<file path="config.mk">
export PLATFORM = sky130hd
export DESIGN_NAME = sigmoid_result_packer_flat
export DESIGN_NICKNAME = d
export VERILOG_FILES = /design/src/rtl/sigmoid_result_packer_if.sv /design/src/rtl/sigmoid_result_packer.sv /design/src/flat_wrapper.sv
export SDC_FILE = /design/constraint.sdc
export NUM_CORES = 1
export LEC_CHECK = 0
export CORE_MARGIN = 2
export CORE_UTILIZATION = 40
export DETAILED_ROUTE_END_ITERATION = 8
export GPL_TIMING_DRIVEN = 0
export HOLD_SLACK_MARGIN = 0.03
export REMOVE_ABC_BUFFERS = 1
export SETUP_SLACK_MARGIN = 0.02
export SKIP_LAST_GASP = 1
export SYNTH_ARGS = -nofsm -noshare
export SYNTH_HDL_FRONTEND = slang
export SYNTH_SLANG_ARGS = --single-unit
</file>
<file path="constraint.sdc">
create_clock -name clk -period 52.5 [get_ports clk]
set_input_delay 10.5 -clock clk [delete_from_list [all_inputs] [get_ports clk]]
set_output_delay 10.5 -clock clk [all_outputs]
set_load 0.01 [all_outputs]
</file>
<file path="src/rtl/sigmoid_result_packer_if.sv">
// Ready/valid master bus carrying packed sigmoid result words.
//   m_valid : head word valid           (master -> slave)
//   m_ready : consumer accepts head     (slave  -> master)
//   m_data  : LANES packed bf16 lanes, lane k at [16k+15:16k]
//   m_mask  : bit k set when lane k holds a real result
//   m_last  : word was closed by a flush
interface sigmoid_result_packer_if #(
    parameter int LANES = 4
);
    logic                  m_valid;
    logic                  m_ready;
    logic [16*LANES-1:0]   m_data;
    logic [LANES-1:0]      m_mask;
    logic                  m_last;

    modport master (output m_valid, m_data, m_mask, m_last, input m_ready);
    modport slave  (input m_valid, m_data, m_mask, m_last, output m_ready);
endinterface

</file>
<file path="src/rtl/sigmoid_result_packer.sv">
// Packs the no-backpressure bf16 sigmoid result stream into LANES-wide words,
// buffers them in a DEPTH-word FIFO and presents them on a ready/valid bus.
// A lane-slot credit counter gates upstream issue so results are never lost.
//   clk, rst     : clock, asynchronous active-high reset
//   issue_in     : upstream injected one operand this cycle
//   can_issue    : credits available
//   valid_in     : result valid, data_in : bf16 result
//   flush_in     : close the partially filled word
//   m            : packed word master bus
//   overflow_err : sticky, a result/word was dropped or issue underflowed
module sigmoid_result_packer #(
    parameter int LANES = 4,
    parameter int DEPTH = 8
) (
    input  logic                    clk,
    input  logic                    rst,
    input  logic                    issue_in,
    output logic                    can_issue,
    input  logic                    valid_in,
    input  logic [15:0]             data_in,
    input  logic                    flush_in,
    output logic                    overflow_err,
    sigmoid_result_packer_if.master m
);
    localparam int LW   = $clog2(LANES);
    localparam int AW   = $clog2(DEPTH);
    localparam int CMAX = DEPTH * LANES;
    localparam int CW   = $clog2(CMAX + 1);
    localparam logic [LW-1:0] LC_MAX = LW'(LANES - 1);

    logic [LW-1:0]              r_lc;
    logic [LANES-1:0][15:0]     r_acc;
    logic [16*LANES-1:0]        r_mem_data [DEPTH];
    logic [LANES-1:0]           r_mem_mask [DEPTH];
    logic                       r_mem_last [DEPTH];
    logic [AW-1:0]              r_wr, r_rd;
    logic [AW:0]                r_cnt;
    logic [CW-1:0]              r_credits;
    logic                       r_ovf;

    logic                       w_pop, w_full, w_fill, w_flush_go;
    logic                       w_commit, w_push, w_drop;
    logic                       w_issue_ok, w_issue_bad;
    logic [LW:0]                w_nfill;
    logic [16*LANES-1:0]        w_word;
    logic [LANES-1:0]           w_mask;
    logic [CW:0]                w_cred_sum;

    assign w_pop      = (r_cnt != '0) && m.m_ready;
    assign w_full     = (r_cnt == (AW+1)'(DEPTH));
    assign w_fill     = valid_in && (r_lc == LC_MAX);
    // lanes filled once a same-cycle result is absorbed
    assign w_nfill    = {1'b0, r_lc} + (LW+1)'(valid_in);
    assign w_flush_go = flush_in && (w_nfill != '0);
    assign w_commit   = w_fill || w_flush_go;
    // a full FIFO still takes a word when its head leaves in the same cycle
    assign w_push     = w_commit && (!w_full || w_pop);
    assign w_drop     = w_commit && !w_push;
    assign w_issue_ok  = issue_in && (r_credits != '0);
    assign w_issue_bad = issue_in && (r_credits == '0);

    // lanes below lc come from the accumulator, lane lc from the live input,
    // everything above is zero so partial words carry no stale data
    always_comb begin
        w_word = '0;
        w_mask = '0;
        for (int i = 0; i < LANES; i++) begin
            if (LW'(i) < r_lc)
                w_word[16*i +: 16] = r_acc[i];
            else if ((LW'(i) == r_lc) && valid_in)
                w_word[16*i +: 16] = data_in;
            w_mask[i] = ((LW+1)'(i) < w_nfill);
        end
    end

    // a flush returns the slots of the lanes it leaves empty; a full word
    // flushed returns nothing since w_nfill == LANES
    always_comb begin
        w_cred_sum = {1'b0, r_credits}
                   + (w_pop ? (CW+1)'(LANES) : '0)
                   + ((w_push && w_flush_go) ? ((CW+1)'(LANES) - (CW+1)'(w_nfill)) : '0)
                   - (CW+1)'(w_issue_ok);
    end

    always_ff @(posedge clk or posedge rst) begin
        if (rst) begin
            r_lc      <= '0;
            r_acc     <= '0;
            r_wr      <= '0;
            r_rd      <= '0;
            r_cnt     <= '0;
            r_credits <= CW'(CMAX);
            r_ovf     <= 1'b0;
            for (int i = 0; i < DEPTH; i++) begin
                r_mem_data[i] <= '0;
                r_mem_mask[i] <= '0;
                r_mem_last[i] <= 1'b0;
            end
        end else begin
            if (w_commit)
                r_lc <= '0;
            else if (valid_in) begin
                r_lc        <= r_lc + 1'b1;
                r_acc[r_lc] <= data_in;
            end

            if (w_push) begin
                r_mem_data[r_wr] <= w_word;
                r_mem_mask[r_wr] <= w_mask;
                r_mem_last[r_wr] <= flush_in;
                r_wr             <= r_wr + 1'b1;
            end
            if (w_pop)
                r_rd <= r_rd + 1'b1;
            r_cnt <= r_cnt + (AW+1)'(w_push) - (AW+1)'(w_pop);

            r_credits <= (w_cred_sum > (CW+1)'(CMAX)) ? CW'(CMAX) : w_cred_sum[CW-1:0];
            r_ovf     <= r_ovf | w_drop | w_issue_bad;
        end
    end

    assign can_issue    = (r_credits != '0);
    assign overflow_err = r_ovf;
    assign m.m_valid    = (r_cnt != '0);
    assign m.m_data     = r_mem_data[r_rd];
    assign m.m_mask     = r_mem_mask[r_rd];
    assign m.m_last     = r_mem_last[r_rd];
endmodule

</file>
<file path="src/flat_wrapper.sv">
// flat-port wrapper written by rule: the top's interface ports become plain ports
module sigmoid_result_packer_flat 
#(
    parameter int LANES = 4,
    parameter int DEPTH = 8
)
  (clk, rst, issue_in, can_issue, valid_in, data_in, flush_in, overflow_err, m_m_valid, m_m_data, m_m_mask, m_m_last, m_m_ready);
  sigmoid_result_packer_if #(.LANES(LANES)) m_i ();
  input  logic clk;
  input  logic rst;
  input  logic issue_in;
  output logic can_issue;
  input  logic valid_in;
  input  logic [15:0] data_in;
  input  logic flush_in;
  output logic overflow_err;
  output wire logic [$bits(m_i.m_valid)-1:0] m_m_valid;
  output wire logic [$bits(m_i.m_data)-1:0] m_m_data;
  output wire logic [$bits(m_i.m_mask)-1:0] m_m_mask;
  output wire logic [$bits(m_i.m_last)-1:0] m_m_last;
  input wire logic [$bits(m_i.m_ready)-1:0] m_m_ready;
  assign m_m_valid = m_i.m_valid;
  assign m_m_data = m_i.m_data;
  assign m_m_mask = m_i.m_mask;
  assign m_m_last = m_i.m_last;
  assign m_i.m_ready = m_m_ready;
  sigmoid_result_packer #(.LANES(LANES), .DEPTH(DEPTH)) u_core (.clk(clk), .rst(rst), .issue_in(issue_in), .can_issue(can_issue), .valid_in(valid_in), .data_in(data_in), .flush_in(flush_in), .overflow_err(overflow_err), .m(m_i));
endmodule
</file>
==> impl_metrics.toml <==
[worst_setup_path]
path_cells = "buf_2, ha_1, inv_1, ha_1, inv_1, ha_1, ha_1, nand2b_1, or3_1, ha_1, inv_1, fa_1, ha_1, a211oi_1, or4b_2, a32oi_1, and3_1"
crit_family = "adder cells"
crit_arrival_ns = 15.47
required_ns = 53.02
crit_buf_inv = 4
cp_common_cell = "ha_1"
critPathKind = "input pin to flop"
critical_path.startpoint_type = "input pin"
slowest_delay_ns = 0.67
critPathMaxFanout = 25
slowest_stage = "or4b_2"
critical_path.endpoint_type = "flop"

[logic_synthesis]
ys_async_sr_fraction = 1.00
netlist_top_cells_count = "652 x mux2_2, 618 x dfrtp_1, 138 x mux4_2, 57 x clkbuf_1, 56 x inv_1"
ys_types = 49
synth_seq_cells = 619
ys_seq_area_frac = 0.542
synth_ff_type = "dfrtp_1"
synth_edf_count = 0
yosysMostFrequentCell = "mux2_2"
synth_top_area_frac = 0.541
synthTopCellsByArea = "dfrtp_1 54%, mux2_2 26%, mux4_2 11%"
yosys.area.top_type = "dfrtp_1"
syn-cell-area_um2 = 28600
ys_warn_count = 0
synth_cells = 1819
postSynthAreaPerCell_um2 = 15.7

[clocking]
clkTransAtPathRegs_ns = 0.06
post_cts_buffers = 0
ctsHtreeMaxLevel = 3
cts_tree = "built"
worstSkewPairLatency_ns = 0.59
ctsRootBufferMaster = "clkbuf_16"
clk_path_buf_depth = 3
postCtsHoldBufs = 0
ctsResizeCount = 0
cts_made_buffers = 68
cts.sinks = 619

[grt]
antenna_found_initial = 2
grt_max_degree = 127
grt_pass1_vias = 17500
grt_first_pass_wirelength_um = 107000
grt_usage = 0.189
grt-ovfl-total = 0

[route]
vias = 15700
detail_route.vias_per_cell = 5.46
drt.antenna.violating_nets = 0
routedWlPerCell_um = 23.7
drc = 0
drt-total-wl_um = 68200
drt_first_pass_iters = 6
drt_iter0_drc = 910

[power_and_ir_drop]
peakVddDrop_mv = 0.0325
p_per_area_nw_per_um2 = 58.4
p_total_mw = 1.94
leakage_nw = 15.5

[sta]
finalMaxSlewViolations = 0
finalSetupTns_ns = 0
fin_skew_ns = 0.0185
period_needed_ns = 14.95
rsz0062_at_grt = "false"
finalSetupViolCount = 0
fin_crit_sh = 0.285
finalHoldViolCount = 0
maxSlewHeadroom = 0.136
timing.fmax_ghz = 0.0669
worst_pin_slew_ns = 1.30

[hold_path]
hold_class = "flop to flop"

[final_layout]
final_nets = 1943
drive_above_1_share = 0.490
stdcell_area_um2 = 33200
utilization = 0.467
area_growth_pct = 16.0
diodes = 0

[die]
die_y_um = 271
io_pins = 94
rows = 98
coreArea_um2 = 71100
die_x_um = 271
start_util = 0.402
die_area_um2 = 73600

[placement]
place_area_um2 = 31000
portBuffers = 93
hpwl_um = 40800
place_congestion = 0.731

[job]
drv_cap = 0

[run_status]
status = "completed"
[metrics by stage]
step                worst slack [ns]  hold WS, ns  cells
floorplan                      24.67        0.453   1684
global placement               18.44        0.462   2727
detailed placement             36.04        0.471   2761
CTS                            36.60        0.483   2874
global route                   37.38        0.495   2876
finish                         37.55        0.479   2876
[cell type report]
class | instances | area, um^2
Tap cell | 950 | 1190
Sequential cell | 619 | 15500
Clock buffer | 102 | 2020
Clock inverter | 11 | 138
Multi-Input combinational cell | 1009 | 12300
Timing Repair Buffer | 129 | 1850
Fill cell | 6176 | 37900
Inverter | 56 | 218
[flip-flops by register name, indices dropped and copies added (netlist names)]
register             flops
u_core.r_acc            48
u_core.r_rd              3
u_core.r_mem_mask       32
u_core.r_credits         6
u_core.r_lc              2
u_core.r_mem_data      512
u_core.r_cnt             4
u_core.overflow_err      1
u_core.r_mem_last        8
u_core.r_wr              3
[worst reg2reg max path, stage by stage (launching register included)]
cell and delay, ns:
dfrtp_1 0.83, inv_1 0.23, ha_1 0.34, inv_1 0.04
ha_1 0.20, ha_1 0.18, nand2b_1 0.31, or3_1 0.44
ha_1 0.28, inv_1 0.04, fa_1 0.50, ha_1 0.31
a211oi_1 0.10, or4b_2 0.67, a32oi_1 0.37, and3_1 0.20
[logic make-up (layout without fill, tap and decap cells)]
| group | after synthesis | after routing | synth area share |
|---|---|---|---|
| muxes | 808 | 808 | 0.372 |
| DFF | 619 | 619 | 0.542 |
| buffers and inverters | 191 | 298 | 0.0310 |
| and+or+nand+nor | 89 | 89 | 0.0169 |
| AOI/OAI and AO/OA | 67 | 67 | 0.0180 |
| adders and majority gates | 38 | 38 | 0.0179 |
| xor gates and xnor gates | 7 | 7 | 0.00214 |
[report_power, final]
group / switching (mW) / leakage [nW] / internal (mW) / total, mW
sequential: 0.0973 / 8.24 / 0.641 / 0.738
combinational: 0.326 / 6.15 / 0.407 / 0.733
clock: 0.188 / 1.07 / 0.279 / 0.467
total: 0.611 / 15.5 / 1.33 / 1.94
[layer usage]
layer | GRT usage | up-vias | routed length (um)
li1 | - | 6815 | -
met1 | 0.252 | 8517 | 30000
met2 | 0.320 | 271 | 34100
met3 | 0.0288 | 85 | 2710
met4 | 0.0565 | 4 | 1410
met5 | 0 | - | 26
[path summary, 6_finish.rpt]
kind                                                    from                            endpoint  slack [ns]  cells past startpoint
max reg2reg                       u_core.r_lc[1]$_DFFE_PP0P_       u_core.r_credits[4]$_DFF_PP0_       47.40                     15
min in group asynchronous                                rst  u_core.r_mem_data[319]$_DFFE_PP0P_       10.39                      2
max in group asynchronous                                rst  u_core.r_mem_data[174]$_DFFE_PP0P_       39.46                      6
max                                                 valid_in       u_core.r_credits[4]$_DFF_PP0_       37.55                     17
min reg2reg                u_core.r_mem_data[66]$_DFFE_PP0P_   u_core.r_mem_data[66]$_DFFE_PP0P_        0.48                      1
min                        u_core.r_mem_data[66]$_DFFE_PP0P_   u_core.r_mem_data[66]$_DFFE_PP0P_        0.48                      1
[cells in the final DEF (no fill, tap or decap), types with 2 or more instances in the layout]
master	count
bufinv_16	3
nand3_1	4
inv_6	2
clkbuf_1	16
nor3b_1	3
mux2i_1	8
a21oi_1	3
clkbuf_16	69
a22o_1	32
xnor2_1	4
a21o_1	2
o21ai_1	16
mux2_1	10
clkbuf_8	17
inv_1	55
buf_8	5
mux4_2	138
and4b_4	2
and2_1	6
nor2_1	5
fa_1	5
and3_1	19
mux2_2	652
clkinv_2	6
nand2b_1	2
clkdlybuf4s50_1	92
buf_16	30
nand2_1	30
nor2_4	2
dfrtp_4	3
or3_1	2
nand3b_1	2
nor2_2	2
o21ai_0	4
xor2_1	3
ha_1	33
dfrtp_1	615
Power figures use the tool's default switching activity.
==> variant: new RTL, config.mk and constraints unchanged <==
`DEPTH` is set to 8 in 2 places; all go to 4.
--- a/src/rtl/sigmoid_result_packer.sv
+++ b/src/rtl/sigmoid_result_packer.sv
@@ -10,7 +10,7 @@
 //   overflow_err : sticky, a result/word was dropped or issue underflowed
 module sigmoid_result_packer #(
     parameter int LANES = 4,
-    parameter int DEPTH = 8
+    parameter int DEPTH = 4
 ) (
     input  logic                    clk,
     input  logic                    rst,
--- a/src/flat_wrapper.sv
+++ b/src/flat_wrapper.sv
@@ -2,7 +2,7 @@
 module sigmoid_result_packer_flat 
 #(
     parameter int LANES = 4,
-    parameter int DEPTH = 8
+    parameter int DEPTH = 4
 )
   (clk, rst, issue_in, can_issue, valid_in, data_in, flush_in, overflow_err, m_m_valid, m_m_data, m_m_mask, m_m_last, m_m_ready);
   sigmoid_result_packer_if #(.LANES(LANES)) m_i ();
Function: no difference found for any inputs over 4 cycles, from zero or initial values and one cycle with rst high; that may be too few to reach the edited logic, so the function may still have changed.
==> variant against the unedited design <==
Combinational power down 41%. Synthesized area down 47%. Clock power down 44%. Routed wire length down 47%. Worst hold slack worse by 0.0084 ns. Global-route usage down 0.11 points. Non-clock buffer count down 12. Core utilization up 1.3 points. Sequential cell count down 280. Power down 42%. Clock skew down 0.0022 ns. Sequential share of layout area up 0.56 points. Cell area down 46%. Worst setup slack worse by 0.37 ns.
==> variant: results (changes against the unedited design) <==
| Metric | Value |
|---|---|
| Largest net degree at the start of global routing | `134 (was 127)` |
| Seq/Total Area, Yosys | `55.9% (was 54.2%)` |
| Crit-path max FO | `68 (was 25)` |
| CP max stage delay | `0.90 ns (was 0.67 ns)` |
| Hold Crit Start | `u_core.r_mem_data[50] (was u_core.r_mem_data[66])` |
| DRT Pass-1 Iters | `5 (was 6)` |
| Crit path DAT | `15.79 ns (was 15.47 ns)` |
| GP Congestion | `0.724 (was 0.731)` |
| DRC violation total after the first TritonRoute iteration | `696 (was 910)` |
| Regs by FF count | `u_core.r_mem_data (256), u_core.r_acc (48), u_core.r_mem_mask (16) (was u_core.r_mem_data (512), u_core.r_acc (48), u_core.r_mem_mask (32))` |
| R2r setup slk | `46.80 ns (was 47.40 ns)` |
| Vias in the first global route | `10200 (was 17500)` |
| Outcome | `finished clean (unchanged)` |
| Clk_lat worst skew | `0.53 ns (was 0.59 ns)` |
| Num CTS Buffers | `37 (was 68)` |
| LEAKAGE | `7.68 nW (was 15.5 nW)` |
| Layout cells sized above 1 | `16.1% (was 49.0%)` |
| Drt total wl | `35900 um (was 68200 um)` |
| Final #Nets | `1409 (was 1943)` |
| Fin Hold WS | `0.471 ns (was 0.479 ns)` |
| P_sw | `0.389 mW (was 0.611 mW)` |
| Worst Max-Slew Pin Slew | `1.39 ns (was 1.30 ns)` |
| First-pass GRT wire length | `57600 um (was 107000 um)` |
| Post-DR vias/cell | `5.23 (was 5.46)` |
| Post-DP HPWL | `22000 um (was 40800 um)` |
| Hold worst-path end | `u_core.r_mem_data[50] (was u_core.r_mem_data[66])` |
| Period utilisation layout | `29.2% (was 28.5%)` |
## variant: cell count changes after synthesis, sizes merged, moves of 27 or more
cell	delta
a22o	-32
a32oi	+31
buf	-31
dfrtp	-280
inv	-27
mux2	-605
mux4	-69
nand2	+246
o21ai	+248
## variant: layout make-up
cell class                 instances  area, um^2
multi-input combinational        830        6000
tap                              511         639
clock inverter                    11         188
inverter                          29         116
sequential                       339        8490
timing repair buffer             117        1500
fill                            3403       19500
clock buffer                      51        1030
## variant: cell families after synthesis
family                   Yosys count  synth area share, %
adder cells (fa/ha/maj)           33                 2.97
AO/OA/AOI/OAI                    327                 12.4
AND/OR/NAND/NOR                  337                 9.21
XOR/XNOR                           7                0.404
buffers and inverters            127                 4.55
flip-flops                       339                 55.9
multiplexers                     126                 14.5
## variant: how the worst max path moves through the flow
stage | startpoint | endpoint | slack, ns | cells after the start
after floorplan | rst | u_core.overflow_err | 32.61 | 1
after global placement | rst | u_core.r_mem_data[183] | 28.41 | 2
after detailed placement | valid_in | u_core.r_credits[1] | 36.67 | 19
after CTS | valid_in | u_core.r_credits[1] | 37.21 | 19
after global routing | valid_in | u_core.r_credits[4] | 36.79 | 19
final | valid_in | u_core.r_credits[4] | 37.18 | 19
## variant: power groups by stage
stage                     combinational [mW]  sequential [mW]  clock [mW]
after detailed placement               0.435            0.434           0
final                                  0.429            0.429       0.263
after CTS                              0.437            0.430       0.271
after global routing                   0.477            0.443       0.282
after global placement                 0.390            0.445           0
after floorplan                        0.261            0.420           0
## variant: through the flow
| step | area (um^2) | std cells | utilization [%] | power, mW | setup WS (ns) |
|---|---|---|---|---|---|
| 3_5_place_dp | 16700 | 1826 | 44.7 | 0.870 | 36.67 |
| 3_3_place_gp | 16200 | 1802 | 43.1 | 0.836 | 28.41 |
| 4_1_cts | 18000 | 1888 | 47.9 | 1.14 | 37.21 |
| 6_report | 18000 | 1888 | 47.9 | 1.12 | 37.18 |
| 2_1_floorplan | 14600 | 1198 | - | 0.681 | 32.61 |
| 5_1_grt | 18000 | 1888 | 47.9 | 1.20 | 36.79 |
## variant: per-layer routing
metal / part of all wire [%] / up-vias / GRT usage [%]
met2: 48 / 177 / 30.2
met3: 4.1 / 55 / 3.03
li1: - / 4682 / -
met4: 2.0 / 2 / 5.25
met1: 46 / 4965 / 26.6
met5: 0.036 / - / 0
## variant: worst max-delay path: cells and delay by family
kind            cells  cell delay [ns]
compound gates      1             0.11
simple gates        5             1.64
fa+ha+maj           7             2.23
buf+inv             5             0.91
xor+xnor            1             0.36
